**config.mk**
```make
export PLATFORM = sky130hd
export DESIGN_NAME = max_pool_2x2_stream_flat
export DESIGN_NICKNAME = d
export VERILOG_FILES = /design/src/rtl/max_pool_2x2_stream_if.sv /design/src/rtl/max_pool_2x2_stream.sv /design/src/flat_wrapper.sv
export SDC_FILE = /design/constraint.sdc
export NUM_CORES = 1
export LEC_CHECK = 0
export ABC_CLOCK_PERIOD_IN_PS = 16500
export CORE_MARGIN = 3
export CORE_UTILIZATION = 45
export CTS_CLUSTER_SIZE = 14
export DETAILED_ROUTE_END_ITERATION = 10
export DONT_BUFFER_PORTS = 1
export PLACE_DENSITY = 0.7
export RECOVER_POWER = 50
export SLEW_MARGIN = 10
export SYNTH_ARGS = -nofsm -noshare
export SYNTH_HDL_FRONTEND = slang
export SYNTH_SLANG_ARGS = --single-unit
```
**constraint.sdc**
```tcl
create_clock -name clk_i -period 16.5 [get_ports clk_i]
set_input_delay 1.65 -clock clk_i [delete_from_list [all_inputs] [get_ports clk_i]]
set_output_delay 1.65 -clock clk_i [all_outputs]
set_load 0.005 [all_outputs]
```
**src/rtl/max_pool_2x2_stream_if.sv**
```systemverilog
`default_nettype none
// ============================================================================
// Module      : max_pool_2x2_stream_if
// Description : Activation-in / pooled-out stream bundle for the 2x2 pooler.
// Revision    : 1.0 - initial release
// ============================================================================
interface max_pool_2x2_stream_if #(
    parameter int DATA_WIDTH = 32
);
    logic [DATA_WIDTH-1:0] in_data_i;
    logic                  in_valid_i;
    logic                  in_ready_o;
    logic [DATA_WIDTH-1:0] out_data_o;
    logic                  out_valid_o;
    logic                  out_ready_i;
    logic                  out_last_o;
    logic                  frame_done_o;

    modport master (
        output in_data_i, in_valid_i, out_ready_i,
        input  in_ready_o, out_data_o, out_valid_o, out_last_o, frame_done_o
    );

    modport slave (
        input  in_data_i, in_valid_i, out_ready_i,
        output in_ready_o, out_data_o, out_valid_o, out_last_o, frame_done_o
    );
endinterface
`default_nettype wire

```
**src/rtl/max_pool_2x2_stream.sv**
```systemverilog
`default_nettype none
// ============================================================================
// Module      : max_pool_2x2_stream
// Description : Streaming 2x2 stride-2 signed max pooling with a one-row
//               buffer of horizontal pair maxima.
// Revision    : 1.0 - initial release
// ============================================================================
module max_pool_2x2_stream #(
    parameter int DATA_WIDTH = 32,
    parameter int IN_W       = 26,
    parameter int IN_H       = 26
) (
    input  wire logic             clk_i,
    input  wire logic             rst_i,
    input  wire logic             clear_i,
    max_pool_2x2_stream_if.slave  bus
);
    localparam int c_COL_W = (IN_W > 2) ? $clog2(IN_W) : 1;
    localparam int c_ROW_W = (IN_H > 2) ? $clog2(IN_H) : 1;
    localparam int c_HALF  = IN_W / 2;
    localparam int c_K_W   = (c_HALF > 1) ? $clog2(c_HALF) : 1;
    localparam logic [c_COL_W-1:0] c_COL_LAST = c_COL_W'(IN_W - 1);
    localparam logic [c_ROW_W-1:0] c_ROW_LAST = c_ROW_W'(IN_H - 1);

    generate
        if ((IN_W < 2) || ((IN_W % 2) != 0)) begin : g_bad_in_w
            $error("max_pool_2x2_stream: IN_W must be even and >= 2");
        end
        if ((IN_H < 2) || ((IN_H % 2) != 0)) begin : g_bad_in_h
            $error("max_pool_2x2_stream: IN_H must be even and >= 2");
        end
    endgenerate

    function automatic logic signed [DATA_WIDTH-1:0] f_smax(
        input logic signed [DATA_WIDTH-1:0] a,
        input logic signed [DATA_WIDTH-1:0] b
    );
        return (a > b) ? a : b;
    endfunction

    logic [c_COL_W-1:0]           r_col_cnt;
    logic [c_ROW_W-1:0]           r_row_cnt;
    logic signed [DATA_WIDTH-1:0] r_hold;
    logic signed [DATA_WIDTH-1:0] r_rowbuf [c_HALF];
    logic [DATA_WIDTH-1:0]        r_out_data;
    logic                         r_out_valid;
    logic                         r_out_last;
    logic                         r_frame_done;

    logic                         w_in_ready;
    logic                         w_accept;
    logic                         w_emit;
    logic                         w_odd_col;
    logic                         w_odd_row;
    logic                         w_col_last;
    logic                         w_row_last;
    logic                         w_load;
    logic                         w_buf_wr;
    logic [c_K_W-1:0]             w_k;
    logic signed [DATA_WIDTH-1:0] w_pix;
    logic signed [DATA_WIDTH-1:0] w_pair;
    logic signed [DATA_WIDTH-1:0] w_above;
    logic signed [DATA_WIDTH-1:0] w_pool;

    // A stalled output blocks intake so no pooled value is ever overwritten
    assign w_in_ready = !clear_i && (!r_out_valid || bus.out_ready_i);
    assign w_accept   = bus.in_valid_i && w_in_ready;
    assign w_emit     = r_out_valid && bus.out_ready_i;

    assign w_odd_col  = r_col_cnt[0];
    assign w_odd_row  = r_row_cnt[0];
    assign w_col_last = (r_col_cnt == c_COL_LAST);
    assign w_row_last = (r_row_cnt == c_ROW_LAST);
    assign w_k        = c_K_W'(r_col_cnt >> 1);

    assign w_pix      = bus.in_data_i;
    assign w_pair     = f_smax(r_hold, w_pix);
    assign w_above    = r_rowbuf[w_k];
    assign w_pool     = f_smax(w_above, w_pair);

    assign w_load     = w_accept && w_odd_col && w_odd_row;
    assign w_buf_wr   = w_accept && w_odd_col && !w_odd_row;

    assign bus.in_ready_o   = w_in_ready;
    assign bus.out_data_o   = r_out_data;
    assign bus.out_valid_o  = r_out_valid;
    assign bus.out_last_o   = r_out_last;
    assign bus.frame_done_o = r_frame_done;

    always_ff @(posedge clk_i) begin
        if (rst_i) begin
            r_col_cnt    <= '0;
            r_row_cnt    <= '0;
            r_hold       <= '0;
            r_out_data   <= '0;
            r_out_valid  <= 1'b0;
            r_out_last   <= 1'b0;
            r_frame_done <= 1'b0;
        end else if (clear_i) begin
            // Frame restart keeps the last data word visible but drops it
            r_col_cnt    <= '0;
            r_row_cnt    <= '0;
            r_hold       <= '0;
            r_out_valid  <= 1'b0;
            r_out_last   <= 1'b0;
            r_frame_done <= 1'b0;
        end else begin
            r_frame_done <= w_emit && r_out_last;
            if (w_accept) begin
                if (w_col_last) begin
                    r_col_cnt <= '0;
                    r_row_cnt <= w_row_last ? '0 : r_row_cnt + 1'b1;
                end else begin
                    r_col_cnt <= r_col_cnt + 1'b1;
                end
                if (!w_odd_col) begin
                    r_hold <= w_pix;
                end
            end
            if (w_load) begin
                r_out_data  <= w_pool;
                r_out_valid <= 1'b1;
                r_out_last  <= w_row_last && w_col_last;
            end else if (w_emit) begin
                r_out_valid <= 1'b0;
            end
        end
    end

    // Row buffer needs no reset: every entry is written on an even row
    // before the odd row reads it.
    always_ff @(posedge clk_i) begin
        if (!rst_i && w_buf_wr) begin
            r_rowbuf[w_k] <= w_pair;
        end
    end

endmodule
`default_nettype wire
```
**src/flat_wrapper.sv**
```systemverilog
// flat-port wrapper written by rule: the top's interface ports become plain ports
module max_pool_2x2_stream_flat 
#(
    parameter int DATA_WIDTH = 32,
    parameter int IN_W       = 26,
    parameter int IN_H       = 26
)
  (clk_i, rst_i, clear_i, bus_in_data_i, bus_in_valid_i, bus_out_ready_i, bus_in_ready_o, bus_out_data_o, bus_out_valid_o, bus_out_last_o, bus_frame_done_o);
  max_pool_2x2_stream_if #(.DATA_WIDTH(DATA_WIDTH)) bus_i ();
  input  wire logic clk_i;
  input  wire logic rst_i;
  input  wire logic clear_i;
  input wire logic [$bits(bus_i.in_data_i)-1:0] bus_in_data_i;
  input wire logic [$bits(bus_i.in_valid_i)-1:0] bus_in_valid_i;
  input wire logic [$bits(bus_i.out_ready_i)-1:0] bus_out_ready_i;
  output wire logic [$bits(bus_i.in_ready_o)-1:0] bus_in_ready_o;
  output wire logic [$bits(bus_i.out_data_o)-1:0] bus_out_data_o;
  output wire logic [$bits(bus_i.out_valid_o)-1:0] bus_out_valid_o;
  output wire logic [$bits(bus_i.out_last_o)-1:0] bus_out_last_o;
  output wire logic [$bits(bus_i.frame_done_o)-1:0] bus_frame_done_o;
  assign bus_i.in_data_i = bus_in_data_i;
  assign bus_i.in_valid_i = bus_in_valid_i;
  assign bus_i.out_ready_i = bus_out_ready_i;
  assign bus_in_ready_o = bus_i.in_ready_o;
  assign bus_out_data_o = bus_i.out_data_o;
  assign bus_out_valid_o = bus_i.out_valid_o;
  assign bus_out_last_o = bus_i.out_last_o;
  assign bus_frame_done_o = bus_i.frame_done_o;
  max_pool_2x2_stream #(.DATA_WIDTH(DATA_WIDTH), .IN_W(IN_W), .IN_H(IN_H)) u_core (.clk_i(clk_i), .rst_i(rst_i), .clear_i(clear_i), .bus(bus_i));
endmodule
```
Yosys cells after proc, flatten, opt, wreduce, memory -nomap -nowiden. Memory sizes are Yosys's and may differ from the RTL's. A register that Yosys moved wholly into a read port is not among the register bits. Index checks and enable logic that the tools add are counted.

Add/subtract/negate cells: 2. Multiply operators: 0. Div/mod/pow operators: 0. Order comparisons: 2. Eq/ne operators: 2. Shift-type cells: 0. Multiplexer cells: 10. Bitwise gates (word level): 2. Reductions and logical operators: 19.

Operator list (number): $gt A32 B32 Y1 (2); $mux W32 (2); $add A5 B1 Y5 const B (2); $eq A5 B5 Y1 const B (2); $mux W5 (2); $logic_and A1 B1 Y1 (9); $mux W4 (2); $reduce_and A2 Y1 (3); $logic_not A1 Y1 (4); $mux W1 (4); $not A1 Y1 (2); $reduce_bool A2 Y1 (1); $reduce_or A2 Y1 (1); $logic_or A1 B1 Y1 (1).

Register bits after elaboration: 77. Latch bits: 0. Memory bits (writable): 416. Bits in read-only memories: 0. Input port bits: 37. Output and inout bits: 36. Word-level logic and storage cells: 45. Memories: 1.

Memories: u_core.r_rowbuf (depth 13, width 32, read ports 1, clocked after memory_dff 1, wr ports 1, RTL line max_pool_2x2_stream.sv:44) `logic signed [DATA_WIDTH-1:0] r_rowbuf [c_HALF];`.

Depth between registers and ports, before layout. Gate-level depths: netlist of run 1.

Depth in word-level cells: 9. Gate-level depth with buffers: 23.

Least setup slack after synthesis of run 1. Ideal clock, no wire load.

Path type: input to register. From: input bus_out_ready_i. To: memory u_core.r_rowbuf[12][0] (enable). Data arrival time: 5.890 ns. Required time: 15.987 ns. Setup slack: 10.098 ns. Stages on the path: 8. Cells stage by stage: nand2b_1 -> nor2b_1 -> and2_1 -> buf_2 -> nand2_1 -> nor3_1 -> nand2_1 -> nor4b_1.

Longest elaborated chain between the ends: 8.

Ends and longest elaborated chain: start: declaration (RTL line flat_wrapper.sv:15) `input wire logic [$bits(bus_i.out_ready_i)-1:0] bus_out_ready_i;`; $logic_or A1 B1 Y1 (RTL line max_pool_2x2_stream.sv:66) `assign w_in_ready = !clear_i && (!r_out_valid || bus.out_ready_i);`; $logic_and A1 B1 Y1 (RTL line max_pool_2x2_stream.sv:66); net bus_in_ready_o (RTL line flat_wrapper.sv:16) `output wire logic [$bits(bus_i.in_ready_o)-1:0] bus_in_ready_o;`; $logic_and A1 B1 Y1 (RTL line max_pool_2x2_stream.sv:67) `assign w_accept = bus.in_valid_i && w_in_ready;`; $logic_and A1 B1 Y1 (2 in series) (RTL line max_pool_2x2_stream.sv:82) `assign w_buf_wr = w_accept && w_odd_col && !w_odd_row;`; $logic_and A1 B1 Y1 (RTL line max_pool_2x2_stream.sv:133) `if (!rst_i && w_buf_wr) begin`; $mux W1 (RTL line max_pool_2x2_stream.sv:133); $mux W1 (not written as such) (RTL line max_pool_2x2_stream.sv:134) `r_rowbuf[w_k] <= w_pair;`; end: declaration (RTL line max_pool_2x2_stream.sv:44).

The timed path passes the listed nets, and every way through them passes these cells.

Worst setup path in the final report of run 1.
From: input bus_in_data_i[31]. To: register u_core.r_out_data[21], in the netlist u_core.bus.out_data_o[21].

Longest elaborated chain between the ends: 4.

Ends and longest elaborated chain: start: declaration (RTL line flat_wrapper.sv:13) `input wire logic [$bits(bus_i.in_data_i)-1:0] bus_in_data_i;`; $gt A32 B32 Y1 (RTL line max_pool_2x2_stream.sv:38) `return (a > b) ? a : b;`; $mux W32 * (RTL line max_pool_2x2_stream.sv:38); net u_core.w_pair[31] (RTL line max_pool_2x2_stream.sv:61) `logic signed [DATA_WIDTH-1:0] w_pair;`; $gt A32 B32 Y1 * (RTL line max_pool_2x2_stream.sv:38); $mux W32 * (RTL line max_pool_2x2_stream.sv:38); end signal: assignment (RTL line max_pool_2x2_stream.sv:121) `r_out_data <= w_pool;`; end: declaration (RTL line max_pool_2x2_stream.sv:45) `logic [DATA_WIDTH-1:0] r_out_data;`.

Mark *: on every way through the listed nets, which the timed path passes. The rest lies on a longest branch. A chain may end at the register's enable or synchronous reset.

==> impl_metrics.tcl, run 1 <==
set metrics [dict create \
    fp.dieArea_um2 51850 \
    end_kind "flip-flop" \
    nNetsFinal 1610 \
    clk_path_buf_depth 3 \
    powerDensity_nw_per_um2 107.7 \
    yosysSeqAreaShare_pct 63.80 \
    grt_usage_pct 19.06 \
    place_congestion 0.8345 \
    yosys_warnings 0 \
    slew_viol_final 466 \
    path_class "in2reg" \
    place_inst 2110 \
    min_period_ns 8.010 \
    chipWidth_um 227.7 \
    arrival_ns 8.51 \
    hold_path.startpoint "u_core.r_hold[0]" \
    instances_no_fill 2198 \
    grt_pass1_vias 12620 \
    finalWirelength_um 49560 \
    core_region_area_um2 48150 \
    rr_startpoint "u_core.r_hold[31]" \
    p_leak_uw 0.007818 \
    netlist_area_um2 22120 \
    ant_nets 0 \
    yosysUniqueCellTypes 54 \
    fin_skew_ns 0.01496 \
    firstDrtPassIters 5 \
    min_path_cells 2 \
    hold_violations 0 \
    area_growth_pct 9.927 \
    fin_setup_tns_ns 0 \
    layout-drive-gt1-share_pct 16.80 \
    routed-via-count 13010 \
    synth_nets 1627 \
    relSlewSlack_pct -83.08 \
    port_buffers 0 \
    post_cts_buffers 0 \
    violations "max-capacitance violations, max-slew violations" \
    grt_max_degree 67 \
    peakVddDrop_mv 0.06568 \
    synth_edf_count 416 \
    rr_worst_depth 19 \
    synth-seq-cells 497 \
    r2r_slack_ns 9.22 \
    num_rows 80 \
    cts_resized 0 \
    drt_iter0_drc 1438 \
    grt_pass1_wl_um 76940 \
    whs_endpoint "u_core.r_hold[0]" \
    start_kind "input port" \
    synth_area_per_cell_um2 14.53 \
    drv_cap 14 \
    io_pins 73 \
    root_buffer "clkbuf_16" \
    setup_viol 0 \
    drc_errors 0 \
    viasPerCell 5.919 \
    crit_path_max_fanout 66 \
    cts_tree "done" \
    clk_latency_ns 0.59 \
    start_util_pct 45.95 \
    die_y_um 227.7 \
    wl_per_cell_um 22.55 \
    ys_async_sr_fraction_pct 0 \
    place.detailed.hpwl_um 29760 \
    path_clk_slew_ns 0.06 \
    antenna_found_initial 0 \
    rsz0062_at_grt "false" \
    grt_overflow 0 \
    hold_buffers 0 \
    synth_flop_cell "edfxtp_1" \
    r2r-end "u_core.bus.out_data_o[21]" \
    cts.sinks 497 \
    worst_ep_required_time_ns 17.00 \
    worst_slew_pin_slew_ns 2.746 \
    numCtsBuffers 49 \
    status "finished, violations left" \
    min_path_type "reg2reg" \
    fin_crit_sh_pct 48.55 \
    antenna_cells 0 \
    syn_inst 1522 \
    timing.fmax_ghz 0.1248 \
    cts_htree_levels 2 \
]
cells by family (layout without fill, tap and decap cells):
family | after synthesis | in the layout | synth area share (%)
flip-flops | 497 | 497 | 63.80
AND/OR/NAND/NOR | 378 | 378 | 8.179
AO/OA/AOI/OAI | 245 | 245 | 7.794
buffers and inverters | 196 | 216 | 3.643
multiplexers | 131 | 131 | 12.46
adder cells (fa/ha/maj) | 68 | 68 | 3.846
XOR/XNOR | 7 | 7 | 0.2772
layout make-up:
type                    instances  area, µm²
multi-input cells             829       7274
flip-flops and latches        497      14130
fillers                      3913      23830
repair buffers                 28      161.4
inverters                     100      375.4
well taps                     656      820.8
clock buffers                  58       1270
clock inverters                30      289.0
synth_stat cells (2+ instances only):
| cell type | number | area (µm²) |
|---|---|---|
| a211oi_1 | 15 | 112.6 |
| a211oi_2 | 32 | 400.4 |
| a21oi_1 | 109 | 545.5 |
| a221oi_1 | 2 | 17.52 |
| a2bb2oi_1 | 2 | 17.52 |
| a41oi_1 | 31 | 271.5 |
| and2_1 | 2 | 12.51 |
| and3_1 | 2 | 12.51 |
| buf_1 | 6 | 22.52 |
| buf_2 | 20 | 100.1 |
| buf_4 | 6 | 45.04 |
| buf_6 | 3 | 33.78 |
| clkbuf_1 | 61 | 229.0 |
| dfxtp_1 | 81 | 1622 |
| edfxtp_1 | 416 | 12490 |
| ha_1 | 68 | 850.8 |
| inv_1 | 99 | 371.6 |
| mux2i_1 | 14 | 140.1 |
| mux4_2 | 114 | 2567 |
| nand2_1 | 124 | 465.5 |
| nand2b_1 | 4 | 25.02 |
| nand3_1 | 39 | 195.2 |
| nand4_1 | 48 | 300.3 |
| nand4b_1 | 2 | 17.52 |
| nor2_1 | 91 | 341.6 |
| nor2b_1 | 15 | 93.84 |
| nor3_1 | 6 | 30.03 |
| nor4_1 | 2 | 12.51 |
| o21a_1 | 5 | 37.54 |
| o21ai_0 | 9 | 45.04 |
| o22ai_1 | 32 | 200.2 |
| or2_2 | 2 | 12.51 |
| or3_1 | 34 | 212.7 |
| xnor2_1 | 2 | 17.52 |
| xor2_1 | 5 | 43.79 |
worst max path at each step:
stage                            startpoint                        end  slack (ns)  cells past startpoint
after CTS                 bus_in_data_i[31]  u_core.bus.out_data_o[21]        8.62                     20
after global routing      bus_in_data_i[31]  u_core.bus.out_data_o[21]        8.12                     20
after global placement    bus_in_data_i[31]  u_core.bus.out_data_o[24]        8.16                     20
after floorplan             bus_out_ready_i     u_core.r_rowbuf[12][0]       10.10                      8
after detailed placement  bus_in_data_i[31]  u_core.bus.out_data_o[21]        8.03                     20
final                     bus_in_data_i[31]  u_core.bus.out_data_o[21]        8.49                     20
per-layer routing:
layer  wire [µm]  track usage, %  share of wire, %  vias to the layer above
li1            -               -                 -                     5856
met1       20860           26.84                42                     6569
met2       23230           29.93                47                      507
met3        4285           4.291               8.6                       79
met4        1185           5.679               2.4                        0
met5           0               0                 0                        -
through the flow:
stage | hold slack (ns) | total power [µW] | cell area, µm² | setup slack (ns) | utilization, %
global route | 0.4938 | 2709 | 24320 | 8.120 | 50.51
global placement | 0.4656 | 1551 | 22830 | 8.158 | 47.41
CTS | 0.4825 | 2639 | 24390 | 8.620 | 50.65
detailed placement | 0.4711 | 1557 | 22830 | 8.026 | 47.41
finish | 0.4836 | 2619 | 24320 | 8.490 | 50.51
floorplan | 0.4495 | 1521 | 22120 | 10.10 | -
flip-flops by register name, summed over array words and instances, names as in the netlist, named ones only:
register and flops:
u_core.bus.out_data_o 32, u_core.r_row_cnt 5, u_core.bus.out_last_o 1, u_core.r_hold 32
u_core.r_rowbuf 416, u_core.bus.out_valid_o 1, u_core.r_col_cnt 5, u_core.bus.frame_done_o 1
power breakdown:
group | total (µW) | internal (µW) | switching [µW] | leakage, µW
sequential | 1380 | 1380 | 4.09 | 0.00442
combinational | 149 | 43.5 | 105 | 0.00265
clock | 1090 | 616 | 470 | 0.000752
critical path: stages:
cell and delay, ns:
inv_1 0.02, ha_1 0.27, buf_4 0.37, nand4_4 0.17, nor4_1 0.90, nand2_2 0.92, nand3_1 0.33, buf_4 0.39
o22ai_1 0.15, nand2_1 0.10, and3_1 0.43, inv_1 0.09, ha_1 0.46, nand4_1 0.19, nor2_1 0.26, nand2_1 0.17
o2111a_2 0.34, mux2i_4 0.74, a21oi_1 0.24, a211oi_2 0.25
cells in the final DEF (no fill, tap or decap), drive strengths merged, types with 39 or more instances in the layout:
cell and n:
ha 68, nand3 39, a211oi 47, a21oi 109
nor2 91, edfxtp 416, mux4 114, nand4 49
inv 102, nand2 124, dfxtp 81, clkbuf 71
Power figures use the tool's default switching activity.
==> run 2: changes to the inputs <==
--- a/config.mk
+++ b/config.mk
@@ -5,13 +5,14 @@
 export SDC_FILE = /design/constraint.sdc
 export NUM_CORES = 1
 export LEC_CHECK = 0
-export ABC_CLOCK_PERIOD_IN_PS = 16500
+export ABC_AREA = 1
+export ABC_CLOCK_PERIOD_IN_PS = 6600
 export CORE_MARGIN = 3
 export CORE_UTILIZATION = 45
 export CTS_CLUSTER_SIZE = 14
 export DETAILED_ROUTE_END_ITERATION = 10
 export DONT_BUFFER_PORTS = 1
-export PLACE_DENSITY = 0.7
+export PLACE_DENSITY = 0.72
 export RECOVER_POWER = 50
 export SLEW_MARGIN = 10
 export SYNTH_ARGS = -nofsm -noshare
==> constraint.sdc (replaced) <==
create_clock -name clk_i -period 6.6 [get_ports clk_i]
set_input_delay 0.66 -clock clk_i [delete_from_list [all_inputs] [get_ports clk_i]]
set_output_delay 0.66 -clock clk_i [all_outputs]
set_load 0.005 [all_outputs]
==> run 2 against run 1 <==
Compared with the run above: the run still ends with max-capacitance violations, max-slew violations left; critical path type is now reg2reg; first-iteration DRC count rose by 19%; combinational power rose by 120%; global-route usage rose by 1.8 points; flip-flop and latch count did not move; die area rose by 0.65%; largest power group unchanged; via count rose by 22%; clock power rose by 150%; final cell count rose by 28%; critical endpoint is now u_core.bus.out_data_o[24].
==> impl_metrics.tcl, run 2 <==
set metrics [dict create \
    status "finished, violations left" \
    violations "max-capacitance violations, max-slew violations" \
    fillers 4137 \
    syn_inst 2158 \
    finalWirelength_um 55790 \
    rsz0062_at_grt "false" \
    start_kind "flip-flop" \
    min_period_ns 5.854 \
    r2r-end "u_core.bus.out_data_o[24]" \
    r2r_slack_ns 0.75 \
    grt_max_degree 165 \
    regMostFlops "u_core.r_rowbuf" \
    synth_nets 2263 \
    powerDensity_nw_per_um2 265.5 \
    fp.dieArea_um2 52190 \
    root_buffer "clkbuf_16" \
    whs_endpoint "u_core.bus.out_data_o[9]" \
    cp_cell_sequence "ha_1, nand2_1, nor2_1, nand2_1, nor2_1, nand2_1, nand3_1, nand3_2, nand2_1, nand2_1, inv_1, ha_1, nand2_1, nor2_1, nand2_1, nor2_1, nand2_1, nand3_1, nand2_1, nand3_2, nand3_4, nand3_1, nand2_1, a21oi_1" \
    netlist_area_um2 22270 \
    ant_nets 0 \
    yosys_warnings 0 \
    port_buffers 0 \
    core_region_area_um2 48350 \
    end_kind "flip-flop" \
    clk_latency_ns 0.58 \
    drc_errors 0 \
    die_y_um 228.5 \
    fin_skew_ns 0.01905 \
    synth_flop_cell "edfxtp_1" \
    firstDrtPassIters 5 \
    synth_top_area_share_pct 56.10 \
    grt_pass1_vias 15510 \
    path_common_cell "nand2_1" \
    place.detailed.hpwl_um 32220 \
    viasPerCell 5.642 \
    min_path_cells 1 \
    grt_usage_pct 20.85 \
    hold_path.startpoint "rst_i" \
    drt_iter0_drc 1716 \
    relSlewSlack_pct -88.46 \
    cts_tree "done" \
    num_rows 80 \
    ys_async_sr_fraction_pct 0 \
    post_cts_buffers 0 \
    place_congestion 0.8781 \
    layout-drive-gt1-share_pct 5.444 \
    cts_resized 0 \
    cts.sinks 497 \
    chipWidth_um 228.5 \
    path_class "reg2reg" \
    drv_cap 14 \
    cts_htree_levels 2 \
    final_common_cell "edfxtp_1" \
    grt_pass1_wl_um 86860 \
    synth_edf_count 416 \
    largest_register_ffs 416 \
    critPathMaxStageDelay_ns 0.70 \
    arrival_ns 6.34 \
    slew_viol_final 495 \
    synth-seq-cells 497 \
    yosys.area.top_type "edfxtp_1" \
    antenna_cells 0 \
    timing.fmax_ghz 0.1708 \
    routed-via-count 15830 \
    min_path_type "in2reg" \
    rr_worst_depth 24 \
    synth.cells.most_frequent "416 x edfxtp_1, 385 x nor2_1, 283 x nand2_1" \
    synth_most_common_cell "edfxtp_1" \
    worst_ep_required_time_ns 7.09 \
    yosysSeqAreaShare_pct 63.38 \
    crit_path_max_fanout 33 \
    rr_startpoint "u_core.r_hold[31]" \
    numCtsBuffers 47 \
    setup_viol 0 \
    peakVddDrop_mv 0.1979 \
    synth.area.top_cells "edfxtp_1 56%, dfxtp_1 7.3%, nor2_1 6.5%" \
    clk_path_buf_depth 3 \
    crit_start "u_core.r_hold[31]" \
    fin_area_um2 24320 \
    hold_ws_ns 0.1627 \
    wl_per_cell_um 19.89 \
    path_clk_slew_ns 0.06 \
    grt_overflow 0 \
    yosysUniqueCellTypes 36 \
    area_growth_pct 9.209 \
    fin_crit_sh_pct 88.69 \
    fin_setup_tns_ns 0 \
    hold_violations 0 \
    antenna_found_initial 0 \
    nNetsFinal 2216 \
    worst_slew_pin_slew_ns 2.827 \
    critPathSlowestCell "nand3_2" \
    start_util_pct 46.06 \
    mostFrequentLayoutCells "416 x edfxtp_1, 373 x nor2_1, 282 x nand2_1, 211 x o21ai_0, 152 x inv_1" \
    placed_area_um2 22850 \
    synth_area_per_cell_um2 10.32 \
    io_pins 73 \
    p_leak_uw 0.008845 \
    hold_buffers 0 \
]
==> run 2: logic make-up (layout without fill, tap and decap cells) <==
kind of cell | count (synthesis) | count (layout) | synth area share, %
buffers and inverters | 310 | 301 | 5.804
AO/OA/AOI/OAI | 444 | 444 | 11.23
AND/OR/NAND/NOR | 839 | 839 | 15.77
adder cells (fa/ha/maj) | 68 | 68 | 3.821
flip-flops | 497 | 497 | 63.38
==> run 2: worst max-delay path: cells and delay by family, from the launching register on <==
| family | cells | cell delay, ns |
|---|---|---|
| AO/OA/AOI/OAI | 1 | 0.13 |
| adder cells (fa/ha/maj) | 2 | 0.50 |
| flip-flops | 1 | 0.33 |
| buffers and inverters | 1 | 0.15 |
| AND/OR/NAND/NOR | 20 | 4.63 |
==> run 2: final cells by class <==
type                            instances  area, µm²  area share [%]
Clock buffer                           60       1256           5.165
Clock inverter                         27      274.0           1.127
Inverter                              183      689.4           2.835
Multi-Input combinational cell       1351       6955           28.60
Sequential cell                       497      14120           58.07
Tap cell                              656      820.8           3.375
Timing Repair Buffer                   31      201.4          0.8283
==> run 2: worst max-delay path by stage <==
stage / to / cells past startpoint
2_1_floorplan: u_core.r_rowbuf[12][0] / 7
3_3_place_gp: u_core.bus.out_data_o[3] / 25
3_5_place_dp: u_core.bus.out_data_o[18] / 25
4_1_cts: u_core.bus.out_data_o[29] / 24
5_1_grt: u_core.bus.out_data_o[18] / 24
6_report: u_core.bus.out_data_o[24] / 24
==> run 2: power by group <==
part | switching (µW) | total (µW) | internal [µW]
Clock | 1150 | 2700 | 1550
Sequential | 7.10 | 3430 | 3420
Combinational | 242 | 327 | 85.5
==> run 2: per-layer routing <==
layer  up-vias  track usage (%)  wire, µm
met2       766            33.26     25310
met5         -                0         0
li1       7416                -         -
met4         0            7.972      1875
met1      7517            28.04     22520
met3       128            4.561      6080
==> run 2: stage by stage <==
step | cells | setup slack, ns | power, µW | utilization, %
finish | 2805 | 0.7464 | 6458 | 50.30
global route | 2805 | 0.2742 | 6644 | 50.30
CTS | 2805 | 0.8065 | 6482 | 50.43
detailed placement | 2718 | 0.4304 | 3820 | 47.26
global placement | 2718 | 0.5562 | 3806 | 47.26
floorplan | 2158 | 2.297 | 3746 | -
